### config.mk
export PLATFORM = sky130hd
export DESIGN_NAME = task_scheduler
export DESIGN_NICKNAME = d
export VERILOG_FILES = /design/src/rtl/io881_sched_pkg.sv /design/src/rtl/task_scheduler_rr_arbiter.sv /design/src/rtl/task_scheduler.sv
export SDC_FILE = /design/constraint.sdc
export NUM_CORES = 1
export LEC_CHECK = 0
export ABC_CLOCK_PERIOD_IN_PS = 6380
export BUFFER_PORTS_ARGS = -buffer_cell sky130_fd_sc_hd__buf_2
export CORE_MARGIN = 4
export CORE_UTILIZATION = 60
export DETAILED_ROUTE_END_ITERATION = 6
export PLACE_DENSITY = 0.93
export SLEW_MARGIN = 20
export SYNTH_ARGS = -nofsm -noshare
export SYNTH_HDL_FRONTEND = slang
export SYNTH_SLANG_ARGS = --single-unit
### constraint.sdc
create_clock -name clk -period 6.38 [get_ports clk]
set_input_delay 1.595 -clock clk [delete_from_list [all_inputs] [get_ports clk]]
set_output_delay 1.595 -clock clk [all_outputs]
set_load 0.05 [all_outputs]
### src/rtl/io881_sched_pkg.sv
// Shared scheduler constants and state encoding; also used by instruction fetch.
package io881_sched_pkg;

    localparam int unsigned SCHED_NCHAN    = 8;
    localparam int unsigned SCHED_CHAN_W   = 3;
    localparam int unsigned SCHED_THREAD_W = 2;

    // Thread value presented on next_task_thread out of reset.
    localparam logic [SCHED_THREAD_W-1:0] SCHED_THREAD_RST = '1;

    typedef enum logic {
        ST_IDLE  = 1'b0,
        ST_OFFER = 1'b1
    } sched_state_t;

endpackage

### src/rtl/task_scheduler_rr_arbiter.sv
// Combinational round-robin arbiter: first set request at or above ptr, wrapping.
module rr_arbiter #(
    parameter int unsigned NCHAN  = 8,
    parameter int unsigned CHAN_W = 3
) (
    input  logic [NCHAN-1:0]  req,
    input  logic [CHAN_W-1:0] ptr,
    output logic [NCHAN-1:0]  grant,
    output logic [CHAN_W-1:0] idx,
    output logic              any
);

    logic [CHAN_W-1:0] pos;

    // Scan offsets 0..NCHAN-1 from ptr; index arithmetic wraps because 2**CHAN_W == NCHAN.
    always_comb begin
        grant = '0;
        idx   = '0;
        any   = 1'b0;
        pos   = '0;
        for (int unsigned k = 0; k < NCHAN; k++) begin
            pos = ptr + CHAN_W'(k);
            if (!any && req[pos]) begin
                any        = 1'b1;
                grant[pos] = 1'b1;
                idx        = pos;
            end
        end
    end

endmodule

### src/rtl/task_scheduler.sv
// Channel task scheduler: latches wake requests, arbitrates round-robin and
// offers one task at a time to instruction fetch over a ready/ack handshake.
module task_scheduler
    import io881_sched_pkg::*;
#(
    parameter int unsigned NCHAN    = SCHED_NCHAN,
    parameter int unsigned CHAN_W   = SCHED_CHAN_W,
    parameter int unsigned THREAD_W = SCHED_THREAD_W
) (
    input  logic                      clk,
    input  logic                      reset_n,
    input  logic [NCHAN-1:0]          chan_req,
    input  logic [NCHAN*THREAD_W-1:0] chan_req_thread,
    input  logic                      task_done,
    input  logic [CHAN_W-1:0]         task_done_channel,
    output logic                      next_task_ready,
    output logic [CHAN_W-1:0]         next_task_channel,
    output logic [THREAD_W-1:0]       next_task_thread,
    input  logic                      next_task_ack,
    output logic                      req_overrun,
    output logic [NCHAN-1:0]          busy
);

    sched_state_t state, state_next;

    logic [NCHAN-1:0]    pending;
    logic [THREAD_W-1:0] pthread [NCHAN];
    logic [CHAN_W-1:0]   rr_ptr;

    logic [NCHAN-1:0]    eligible;
    logic [NCHAN-1:0]    grant;
    logic [CHAN_W-1:0]   grant_idx;
    logic                grant_any;

    logic                load_offer;
    logic                xfer;

    assign eligible = pending & ~busy;

    rr_arbiter #(
        .NCHAN  (NCHAN),
        .CHAN_W (CHAN_W)
    ) u_arb (
        .req   (eligible),
        .ptr   (rr_ptr),
        .grant (grant),
        .idx   (grant_idx),
        .any   (grant_any)
    );

    // State register.
    always_ff @(posedge clk) begin
        if (!reset_n) begin
            state <= ST_IDLE;
        end else begin
            state <= state_next;
        end
    end

    // Next state and datapath strobes: load an offer from IDLE, complete it on ack.
    always_comb begin
        state_next = state;
        load_offer = 1'b0;
        xfer       = 1'b0;
        case (state)
            ST_IDLE: begin
                if (grant_any) begin
                    load_offer = 1'b1;
                    state_next = ST_OFFER;
                end
            end
            ST_OFFER: begin
                if (next_task_ack) begin
                    xfer       = 1'b1;
                    state_next = ST_IDLE;
                end
            end
            default: state_next = ST_IDLE;
        endcase
    end

    // Pending/busy bookkeeping, round-robin pointer and registered offer outputs.
    // Later NBAs to the same bit win: transfer clears pending after capture and
    // sets busy after a same-edge done, giving transfer priority.
    always_ff @(posedge clk) begin
        if (!reset_n) begin
            pending           <= '0;
            busy              <= '0;
            rr_ptr            <= '0;
            req_overrun       <= 1'b0;
            next_task_ready   <= 1'b0;
            next_task_channel <= '0;
            next_task_thread  <= THREAD_W'(SCHED_THREAD_RST);
            for (int unsigned i = 0; i < NCHAN; i++) begin
                pthread[i] <= '0;
            end
        end else begin
            req_overrun <= |(chan_req & pending);

            for (int unsigned i = 0; i < NCHAN; i++) begin
                if (chan_req[i] && !pending[i]) begin
                    pending[i] <= 1'b1;
                    pthread[i] <= chan_req_thread[i*THREAD_W +: THREAD_W];
                end
            end

            if (task_done) begin
                busy[task_done_channel] <= 1'b0;
            end

            if (load_offer) begin
                next_task_ready   <= 1'b1;
                next_task_channel <= grant_idx;
                next_task_thread  <= pthread[grant_idx];
            end

            if (xfer) begin
                pending[next_task_channel] <= 1'b0;
                busy[next_task_channel]    <= 1'b1;
                rr_ptr                     <= next_task_channel + 1'b1;
                next_task_ready            <= 1'b0;
            end
        end
    end

endmodule

==> results of run 1 <==
## worst min-delay path: cells and delay by family (launching register included)
| family | cells | cell delay (ns) |
|---|---|---|
| DFF | 1 | 0.32 |
| AOI/OAI and AO/OA | 2 | 0.12 |
## power by group
| group | total (W) | internal (W) | switching (W) |
|---|---|---|---|
| logic | 0.000409 | 0.000158 | 0.000251 |
| clock network | 0.000174 | 0.0000766 | 0.0000971 |
| registers | 0.000352 | 0.000316 | 0.0000353 |
| total | 0.000934 | 0.000551 | 0.000383 |
## sequential cells by signal, summed over array words and instances, names as in the netlist
| name | flops |
|---|---|
| pthread | 16 |
| next_task_ready | 1 |
| state | 1 |
| req_overrun | 1 |
| rr_ptr | 3 |
| pending | 8 |
| busy | 8 |
| next_task_thread | 2 |
| next_task_channel | 3 |
## logic make-up (layout without fill, tap and decap cells)
| kind of cell | after synthesis | count (layout) |
|---|---|---|
| flip-flops | 43 | 43 |
| XOR/XNOR | 5 | 5 |
| buffers and inverters | 22 | 65 |
| multiplexers | 36 | 36 |
| AND/OR/NAND/NOR | 109 | 109 |
| AO/OA/AOI/OAI | 82 | 82 |
| adder cells (fa/ha/maj) | 3 | 3 |
## cells in the final DEF, fill, tap and decap left out, drive strengths merged, types with 3 or more instances in the layout
cell / count
a211oi: 9
inv: 10
nor2b: 8
edfxtp: 16
nand2b: 16
a2bb2oi: 3
a21oi: 23
clkbuf: 6
nor2: 23
mux2: 7
nand2: 21
mux2i: 18
and2: 4
ha: 3
clkinv: 3
dfxtp: 27
xor2: 3
and2b: 6
a22oi: 7
nand3: 9
mux4: 11
o21ai: 22
buf: 45
and3: 14
nor3: 3
## cell usage after synthesis (all sizes together) (10+ instances only)
master,number
dfxtp,27
edfxtp,16
mux4,11
inv,10
nand2,21
a21oi,23
mux2i,18
o21ai,22
and3,14
nor2,23
nand2b,16
## final timing paths
check                               from                                to  slack (ns)  cells past startpoint
setup reg to reg  rr_ptr[0]$_SDFFE_PN0P_  next_task_thread[0]$_SDFFE_PN1P_        2.11                     10
setup / recovery  rr_ptr[0]$_SDFFE_PN0P_  next_task_thread[0]$_SDFFE_PN1P_        2.11                     10
hold / removal        busy[0]$_SDFF_PN0_                busy[0]$_SDFF_PN0_        0.49                      2
hold reg to reg       busy[0]$_SDFF_PN0_                busy[0]$_SDFF_PN0_        0.49                      2
## per-stage QoR
| stage | utilization (%) | instances | area, µm² |
|---|---|---|---|
| after floorplan | - | 300 | 2890 |
| after global placement | 69.3 | 387 | 3120 |
| after detailed placement | 69.3 | 387 | 3120 |
| after CTS | 71.1 | 395 | 3200 |
| after global routing | 71.1 | 395 | 3200 |
| final | 71.1 | 395 | 3200 |
## area by class of cell
cell class	instances	area [µm²]
Multi-Input combinational cell	235	1760
Fill cell	336	1300
Sequential cell	43	1020
Timing Repair Buffer	45	225
Clock buffer	6	72.6
Tap cell	52	65.1
Inverter	12	45.0
Clock inverter	2	12.5
## routing by layer
layer	track usage (%)	wire length, µm
met2	41.9	3550
met1	32.8	3040
met4	9.61	224
met3	4.51	552
met5	0	0
==> impl_metrics.toml, run 1 <==
[routing]
vias_per_cell = 6.59
drc = 0
wl_mm = 7.37
dr.pass1.iters = 5
drtIter0Drc = 381
post_drt_wl_per_cell_um = 18.7
detail-route-antenna-nets = 0
vias = 2605

[clock_tree]
cts_setup_buffers = 0
clk_pin_slew_worst_paths_ns = 0.09
clock_sinks = 43
cts_tree = "built"
cts_inserted_buffers = 5
h-tree-depth = 2
ctsHoldBuffers = 0
root_buffer = "clkbuf_8"
clockBufferDepth = 2
cts_resized = 0
clock_latency_ns = 0.30

[layout]
drive_above_1_share_pct = 22.2
antenna_cells = 0
syn2layout_area_growth_pct = 10.9
final_nets = 376

[synthesis]
syn_inst = 300
syn-num-nets = 334
ys_seq_area_share_pct = 35.3
synth_top_area_share_pct = 18.7
synthAdderAreaFrac_pct = 1.30
synthArstFlopShare_pct = 0
ys_types = 55
synth_edf_count = 16
synth_top_area_cell = "dfxtp_1"
synth-compound-area-share_pct = 18.4
avgSynthCellArea_um2 = 9.63
synth_seq_cells = 43
synth_area_leaders = "dfxtp_1, edfxtp_1, mux2i_1"
synth_ff_type = "dfxtp_1"
synth_top_family_by_area = "simple AND/OR/NAND/NOR gates"
synthMuxAreaShare_pct = 18.7
synth_xor_area_share_pct = 1.78
synth_area_um2 = 2890
yosys.area_share.simple_pct = 20.8
yosysWarnings = 0

[grt]
grt_start_max_net_pins = 38
grt_pass1_wl_mm = 12.1
grt_pass1_vias = 2437
gr-total-overflow = 0
track_usage_pct = 25.1
antenna_found_initial = 0

[sta]
hold_violations = 0
max_freq_mhz = 234
worst_slew_pin_slew_ns = 0.622
fin_crit_sh_pct = 66.9
skew_ns = 0.00861
fin_ws_ns = 2.11
tns_ns = 0
layout_min_cycle_time_ns = 4.27
slew_violations = 0
rsz0062_at_grt = "no"
hold_ws_ns = 0.488
finalSetupViolCount = 0
slew_headroom_pct = 58.4

[setup_path]
startpoint_type = "flop"
cp-end-kind = "flop"
cp_slowest_cell = "dfxtp_1"
path_buf_inv = 2
cp_data_required_time_ns = 6.60
arrival_ns = 4.49
worst-setup-path-type = "reg2reg"
slowest_delay_ns = 0.71
cp_cell_sequence = "inv_2, ha_1, clkinv_1, mux4_1, and3b_1, a2111oi_1, a21boi_1, o22a_2, mux2_2, a211oi_1"
critPathMaxFanout = 13
path_delay_family = "compound AO/OA/AOI/OAI gates"

[power_and_ir_drop]
leakage_nw = 1.37
total_power_w = 0.000934
p_per_area_nw_per_um2 = 292
irDropWorstVdd_mv = 0.201

[die]
chipWidth_um = 77.4
dieArea_um2 = 5990
core-area_um2 = 4500
ios = 46
start_util_pct = 64.1
dieHeight_um = 77.4
num_rows = 24

[placed_design]
place_ws_ns = 2.17
place_hpwl_mm = 5.61
portBuffers = 45
globalplace.congestion = 0.983

[run]
maxCapViolCount = 0

[status]
status = "complete, no violations"

[hold_path]
hold_class = "reg2reg"
(Power assumes the default switching activity.)
==> inputs of run 2 (changes only) <==
--- a/config.mk
+++ b/config.mk
@@ -5,12 +5,13 @@
 export SDC_FILE = /design/constraint.sdc
 export NUM_CORES = 1
 export LEC_CHECK = 0
-export ABC_CLOCK_PERIOD_IN_PS = 6380
+export ABC_AREA = 1
+export ABC_CLOCK_PERIOD_IN_PS = 3400
 export BUFFER_PORTS_ARGS = -buffer_cell sky130_fd_sc_hd__buf_2
 export CORE_MARGIN = 4
-export CORE_UTILIZATION = 60
+export CORE_UTILIZATION = 51
 export DETAILED_ROUTE_END_ITERATION = 6
-export PLACE_DENSITY = 0.93
+export PLACE_DENSITY = 0.85
 export SLEW_MARGIN = 20
 export SYNTH_ARGS = -nofsm -noshare
 export SYNTH_HDL_FRONTEND = slang
==> constraint.sdc (replaced) <==
create_clock -name clk -period 3.4 [get_ports clk]
set_input_delay 0.85 -clock clk [delete_from_list [all_inputs] [get_ports clk]]
set_output_delay 0.85 -clock clk [all_outputs]
set_load 0.05 [all_outputs]
==> run 2 against run 1 <==
Against the previous run:
- first-iteration DRC count fell by 37%
- flip-flop and latch count did not move
- sequential power rose by 84%
- synthesized cell count rose by 34%
- count of clock-buffer cells in the layout fell by 1
- register-to-register slack got worse by 1.6 ns
- worst setup slack got worse by 1.6 ns
- global-route usage fell by 1.8 points
- non-clock buffer count rose by 1
- critical path type unchanged
- largest power group unchanged
==> impl_metrics.toml, run 2 <==
[status]
status = "complete, no violations"

[power_and_ir_drop]
leakage_nw = 1.58
p_per_area_nw_per_um2 = 586
irDropWorstVdd_mv = 0.397

[setup_path]
r2r_start = "rr_ptr[1]$_SDFFE_PN0P_"
critPathMaxFanout = 9
cp-end-kind = "flop"
worst-setup-path-type = "reg2reg"
rr_worst_depth = 17
startpoint_type = "flop"
rrSetupSlack_ns = 0.48
worstReg2RegEnd = "next_task_thread[1]$_SDFFE_PN1P_"
cp_data_required_time_ns = 3.58
arrival_ns = 3.10

[layout]
largest_reg_flops = 16
fillers = 491
reg_top3 = "pthread (16), busy (8), pending (8)"
syn2layout_area_growth_pct = 13.1
final_nets = 483
postLayoutCoreUtil_pct = 60.9
layout_commonest_cell = "inv_1"
drive_above_1_share_pct = 18.4
final_cell_mix = "inv_1, nand2_1, nand3_1"
antenna_cells = 0
regMostFlops = "pthread"
multi_input_area_um2 = 1440
final-seq-area_um2 = 1020

[routing]
post_drt_wl_per_cell_um = 13.8
drc = 0
wl_mm = 7.16
detail-route-antenna-nets = 0
vias = 2784
vias_per_cell = 5.35
dr.pass1.iters = 7
drtIter0Drc = 240

[die]
num_rows = 26
ios = 46
dieArea_um2 = 6780
dieHeight_um = 82.4
chipWidth_um = 82.4
start_util_pct = 53.8
core-area_um2 = 5240

[hold_path]
holdPathEnd = "next_task_ready$_SDFFE_PP0P_"
hold_class = "reg2reg"
hp-start = "next_task_ready$_SDFFE_PP0P_"
worstHoldPathCells = 2

[synthesis]
synth_area_leaders = "dfxtp_1, edfxtp_1, nand3_1"
avgSynthCellArea_um2 = 7.00
synth_top_area_cell = "dfxtp_1"
synth_top_family_by_area = "simple AND/OR/NAND/NOR gates"
synth_edf_count = 16
synth_area_um2 = 2820
synthTopCellsByCount = "inv_1, nand2_1, nand3_1, nor2_1, dfxtp_1"
synth-compound-area-share_pct = 10.6
syn-num-nets = 437
yosysWarnings = 0
synth_most_common_cell = "inv_1"
synth_seq_cells = 43
synthArstFlopShare_pct = 0
ys_seq_area_share_pct = 36.2
synth_top_area_share_pct = 19.2
yosys.area_share.simple_pct = 37.1
synth_ff_type = "dfxtp_1"
ys_types = 37
syn_inst = 403
synthMuxAreaShare_pct = 0
synth_xor_area_share_pct = 1.91
synthAdderAreaFrac_pct = 1.33

[sta]
worst_slew_pin_slew_ns = 0.517
rsz0062_at_grt = "no"
fin_crit_sh_pct = 85.8
hold_violations = 0
tns_ns = 0
skew_ns = 0.0173
max_freq_mhz = 343
layout_min_cycle_time_ns = 2.92
slew_violations = 0
finalSetupViolCount = 0
slew_headroom_pct = 65.5

[grt]
grt_most_used_layer = "met2"
grtUsageMet3_pct = 5.75
use_met1_pct = 30.8
grt_util_met2_pct = 38.8
grt_pass1_vias = 2679
grt_pass1_wl_mm = 12.2
gr-total-overflow = 0
grt_start_max_net_pins = 32
antenna_found_initial = 0
track_usage_pct = 23.4

[clock_tree]
clock_latency_ns = 0.30
root_buffer = "clkbuf_8"
ctsHoldBuffers = 0
clock_sinks = 43
cts_tree = "built"
h-tree-depth = 2
clockBufferDepth = 2
cts_inserted_buffers = 5
cts_resized = 0
clk_pin_slew_worst_paths_ns = 0.09
cts_setup_buffers = 0

[placed_design]
place_hpwl_mm = 5.70
portBuffers = 45
globalplace.congestion = 0.926

[run]
maxCapViolCount = 0
[run 2: cell count changes in the layout (fill, tap and decap cells not counted), moves of 5 or more]
cell,change
nand3_1,+54
mux4_2,-5
nor2_1,+21
mux4_1,-6
inv_1,+71
a211oi_1,-8
and3_1,-13
mux2i_1,-16
a22oi_1,-7
a21oi_1,-7
nand2b_1,-16
nand2_1,+57
nor2b_1,-8
[run 2: through the flow]
stage | std cells | power [W] | hold slack, ns | area (µm²) | setup WS, ns
floorplan | 403 | 0.00133 | 0.472 | 2820 | 1.02
global placement | 512 | 0.00150 | 0.483 | 3100 | 0.594
global route | 520 | 0.00200 | 0.531 | 3190 | 0.194
CTS | 520 | 0.00186 | 0.497 | 3190 | 0.531
finish | 520 | 0.00187 | 0.495 | 3190 | 0.483
detailed placement | 512 | 0.00151 | 0.482 | 3100 | 0.550
[run 2: layer usage]
metal,part of all wire (%),vias up
met1,44,1279
met3,7.7,10
met5,0,-
li1,-,1380
met4,0.78,0
met2,48,115
[run 2: kinds of logic (layout without fill, tap and decap cells)]
| kind of cell | Yosys count | count (layout) |
|---|---|---|
| compound gates | 51 | 51 |
| fa+ha+maj | 3 | 3 |
| xor+xnor | 4 | 4 |
| buf+inv | 92 | 139 |
| simple gates | 210 | 210 |
| flops | 43 | 43 |
[run 2: critical path: stages (launching register included)]
cell and delay [ns]:
dfxtp_1 0.51, inv_2 0.14, ha_1 0.40, inv_1 0.20, nand3_1 0.16, nand3_2 0.12, nand2_4 0.07, nor2_8 0.12
nand2_2 0.09, inv_1 0.14, o21ai_0 0.11, nand3b_4 0.24, nand2_4 0.16, nand2_1 0.07, nand3_1 0.07, nand2_1 0.06
nand2_1 0.07, nand3_2 0.07
[run 2: worst max path at each step]
stage                                 from                               end  slack [ns]  cells past startpoint
floorplan           rr_ptr[1]$_SDFFE_PN0P_  next_task_thread[0]$_SDFFE_PN1P_        1.02                     19
global placement    rr_ptr[1]$_SDFFE_PN0P_  next_task_thread[1]$_SDFFE_PN1P_        0.59                     17
detailed placement  rr_ptr[1]$_SDFFE_PN0P_  next_task_thread[0]$_SDFFE_PN1P_        0.55                     17
CTS                 rr_ptr[1]$_SDFFE_PN0P_  next_task_thread[0]$_SDFFE_PN1P_        0.53                     17
global route        rr_ptr[1]$_SDFFE_PN0P_  next_task_thread[1]$_SDFFE_PN1P_        0.19                     18
finish              rr_ptr[1]$_SDFFE_PN0P_  next_task_thread[1]$_SDFFE_PN1P_        0.48                     17
[run 2: where the power goes]
group | leakage [nW] | switching [W] | internal [W] | total [W]
combinational | 1.14 | 0.000603 | 0.000270 | 0.000873
sequential | 0.395 | 0.0000549 | 0.000594 | 0.000649
clock | 0.0491 | 0.000196 | 0.000151 | 0.000348
total | 1.58 | 0.000854 | 0.00102 | 0.00187
[run 2: cell type report]
cell class,instances,area share (%)
Clock buffer,5,2.16
Clock inverter,3,0.824
Inverter,85,10.0
Multi-Input combinational cell,268,45.0
Sequential cell,43,32.0
Tap cell,70,2.75
Timing Repair Buffer,46,7.29
==> inputs of run 3 (changes only) <==
--- a/config.mk
+++ b/config.mk
@@ -6,12 +6,12 @@
 export NUM_CORES = 1
 export LEC_CHECK = 0
 export ABC_AREA = 1
-export ABC_CLOCK_PERIOD_IN_PS = 3400
+export ABC_CLOCK_PERIOD_IN_PS = 2930
 export BUFFER_PORTS_ARGS = -buffer_cell sky130_fd_sc_hd__buf_2
 export CORE_MARGIN = 4
-export CORE_UTILIZATION = 51
+export CORE_UTILIZATION = 57
 export DETAILED_ROUTE_END_ITERATION = 6
-export PLACE_DENSITY = 0.85
+export PLACE_DENSITY = 0.89
 export SLEW_MARGIN = 20
 export SYNTH_ARGS = -nofsm -noshare
 export SYNTH_HDL_FRONTEND = slang
==> constraint.sdc (replaced) <==
create_clock -name clk -period 2.93 [get_ports clk]
set_input_delay 0.7325 -clock clk [delete_from_list [all_inputs] [get_ports clk]]
set_output_delay 0.7325 -clock clk [all_outputs]
set_load 0.05 [all_outputs]
==> run 3 against run 2 <==
Against the previous run:
- global-route usage up 1.5 points
- worst hold slack worse by 0.0058 ns
- die area down 9.5%
- wire length down 1.6%
- sequential power up 16%
- critical path depth unchanged
==> impl_metrics.toml, run 3 (synthesis gave the netlist of run 2 again) <==
[clock_tree]
h-tree-depth = 2
cts_inserted_buffers = 5
clock_sinks = 43
ctsHoldBuffers = 0
cts_tree = "built"
cts_resized = 0
clk_pin_slew_worst_paths_ns = 0.09
root_buffer = "clkbuf_8"
clockBufferDepth = 2
clock_latency_ns = 0.30
cts_setup_buffers = 0

[layout]
fin_area_um2 = 3240
drive_above_1_share_pct = 19.1
final_cell_mix = "inv_1, nand2_1, nand3_1"
syn2layout_area_growth_pct = 14.8
final_nets = 484
layout_commonest_cell = "inv_1"
fillers = 418
antenna_cells = 0
regMostFlops = "pthread"
reg_top3 = "pthread (16), busy (8), pending (8)"
postLayoutCoreUtil_pct = 68.1
multi_input_area_um2 = 1440
final-seq-area_um2 = 1020
largest_reg_flops = 16

[die]
dieHeight_um = 78.3
start_util_pct = 59.3
ios = 46
core-area_um2 = 4750
chipWidth_um = 78.3
dieArea_um2 = 6140
num_rows = 25

[placed_design]
place_ws_ns = 0.104
place_hpwl_mm = 5.63
dpl_cell_area_um2 = 3100
portBuffers = 45
globalplace.congestion = 0.996

[setup_path]
worst-setup-path-type = "reg2reg"
rr_worst_depth = 17
cp-end-kind = "flop"
rrSetupSlack_ns = 0.32
r2r_start = "rr_ptr[1]$_SDFFE_PN0P_"
worstReg2RegEnd = "next_task_thread[0]$_SDFFE_PN1P_"
startpoint = "rr_ptr[1]$_SDFFE_PN0P_"
cp_data_required_time_ns = 3.13
worstSetupEndpoint = "next_task_thread[0]$_SDFFE_PN1P_"
startpoint_type = "flop"
arrival_ns = 2.81
critPathMaxFanout = 9

[routing]
post_drt_wl_per_cell_um = 13.6
drc = 0
wl_mm = 7.04
vias_per_cell = 5.33
drtIter0Drc = 239
vias = 2763
dr.pass1.iters = 5
detail-route-antenna-nets = 0

[run]
maxCapViolCount = 0

[sta]
hold_violations = 0
slew_violations = 0
fin_crit_sh_pct = 89.2
skew_ns = 0.00350
rsz0062_at_grt = "no"
worst_slew_pin_slew_ns = 0.479
layout_min_cycle_time_ns = 2.61
fin_ws_ns = 0.318
slew_headroom_pct = 68.0
finalSetupViolCount = 0
max_freq_mhz = 383
tns_ns = 0

[grt]
grt_pass1_vias = 2739
grt_pass1_wl_mm = 12.2
track_usage_pct = 24.8
antenna_found_initial = 0
grt_start_max_net_pins = 24
gr-total-overflow = 0

[power_and_ir_drop]
irDropWorstVdd_mv = 0.403
leakage_nw = 1.61
p_per_area_nw_per_um2 = 715

[status]
status = "complete, no violations"

[hold_path]
hold_class = "reg2reg"
## run 3: cell types whose count changed in the layout (fill, tap and decap cells not counted), sizes merged
| cell | before | now |
|---|---|---|
| inv | 87 | 86 |
| buf | 46 | 47 |
| bufinv | 0 | 2 |
| clkinv | 1 | 0 |
## run 3: through the flow
| step | instances | total power, W | hold WS, ns |
|---|---|---|---|
| finish | 518 | 0.00232 | 0.490 |
| floorplan | 403 | 0.00155 | 0.472 |
| detailed placement | 510 | 0.00175 | 0.472 |
| global route | 518 | 0.00247 | 0.544 |
| global placement | 510 | 0.00173 | 0.485 |
| CTS | 518 | 0.00231 | 0.492 |
## run 3: routing by layer
| metal | vias to the layer above | global-route usage (%) | share of wire [%] |
|---|---|---|---|
| li1 | 1379 | - | - |
| met1 | 1264 | 31.3 | 43 |
| met2 | 103 | 42.7 | 49 |
| met3 | 17 | 4.70 | 6.4 |
| met4 | 0 | 8.04 | 2.0 |
| met5 | - | 0 | 0 |
## run 3: area by class of cell
cell class | instances | area share [%]
multi-input cells | 268 | 44.3
flip-flops and latches | 43 | 31.6
inverters | 85 | 9.85
repair buffers | 47 | 7.42
well taps | 67 | 2.59
clock buffers | 5 | 2.13
clock inverters | 3 | 2.05
## run 3: critical path, cell delays in order (launching register included)
cell and delay, ns:
dfxtp_4 0.41, inv_2 0.09, ha_1 0.37, inv_2 0.14, nand3_1 0.16, nand3_2 0.12
nand2_4 0.07, nor2_8 0.12, nand2_2 0.08, inv_1 0.11, o21ai_0 0.11, nand3b_4 0.24
nand2_4 0.15, nand2_1 0.08, nand3_1 0.07, nand2_1 0.07, nand2_1 0.07, nand3_2 0.05
## run 3: worst min-delay path by stage
stage / slack, ns / cells past startpoint / endpoint / start
floorplan: 0.47 / 2 / pending[6]$_SDFF_PN0_ / pending[6]$_SDFF_PN0_
global placement: 0.49 / 2 / next_task_thread[0]$_SDFFE_PN1P_ / next_task_thread[0]$_SDFFE_PN1P_
detailed placement: 0.47 / 2 / next_task_thread[0]$_SDFFE_PN1P_ / next_task_thread[0]$_SDFFE_PN1P_
CTS: 0.49 / 2 / next_task_thread[0]$_SDFFE_PN1P_ / next_task_thread[0]$_SDFFE_PN1P_
global route: 0.54 / 2 / next_task_thread[0]$_SDFFE_PN1P_ / next_task_thread[0]$_SDFFE_PN1P_
finish: 0.49 / 2 / next_task_thread[0]$_SDFFE_PN1P_ / next_task_thread[0]$_SDFFE_PN1P_
## run 3: power by group
part / switching, W / internal, W
registers: 0.0000658 / 0.000689
logic: 0.000684 / 0.000315
clock network: 0.000222 / 0.000341
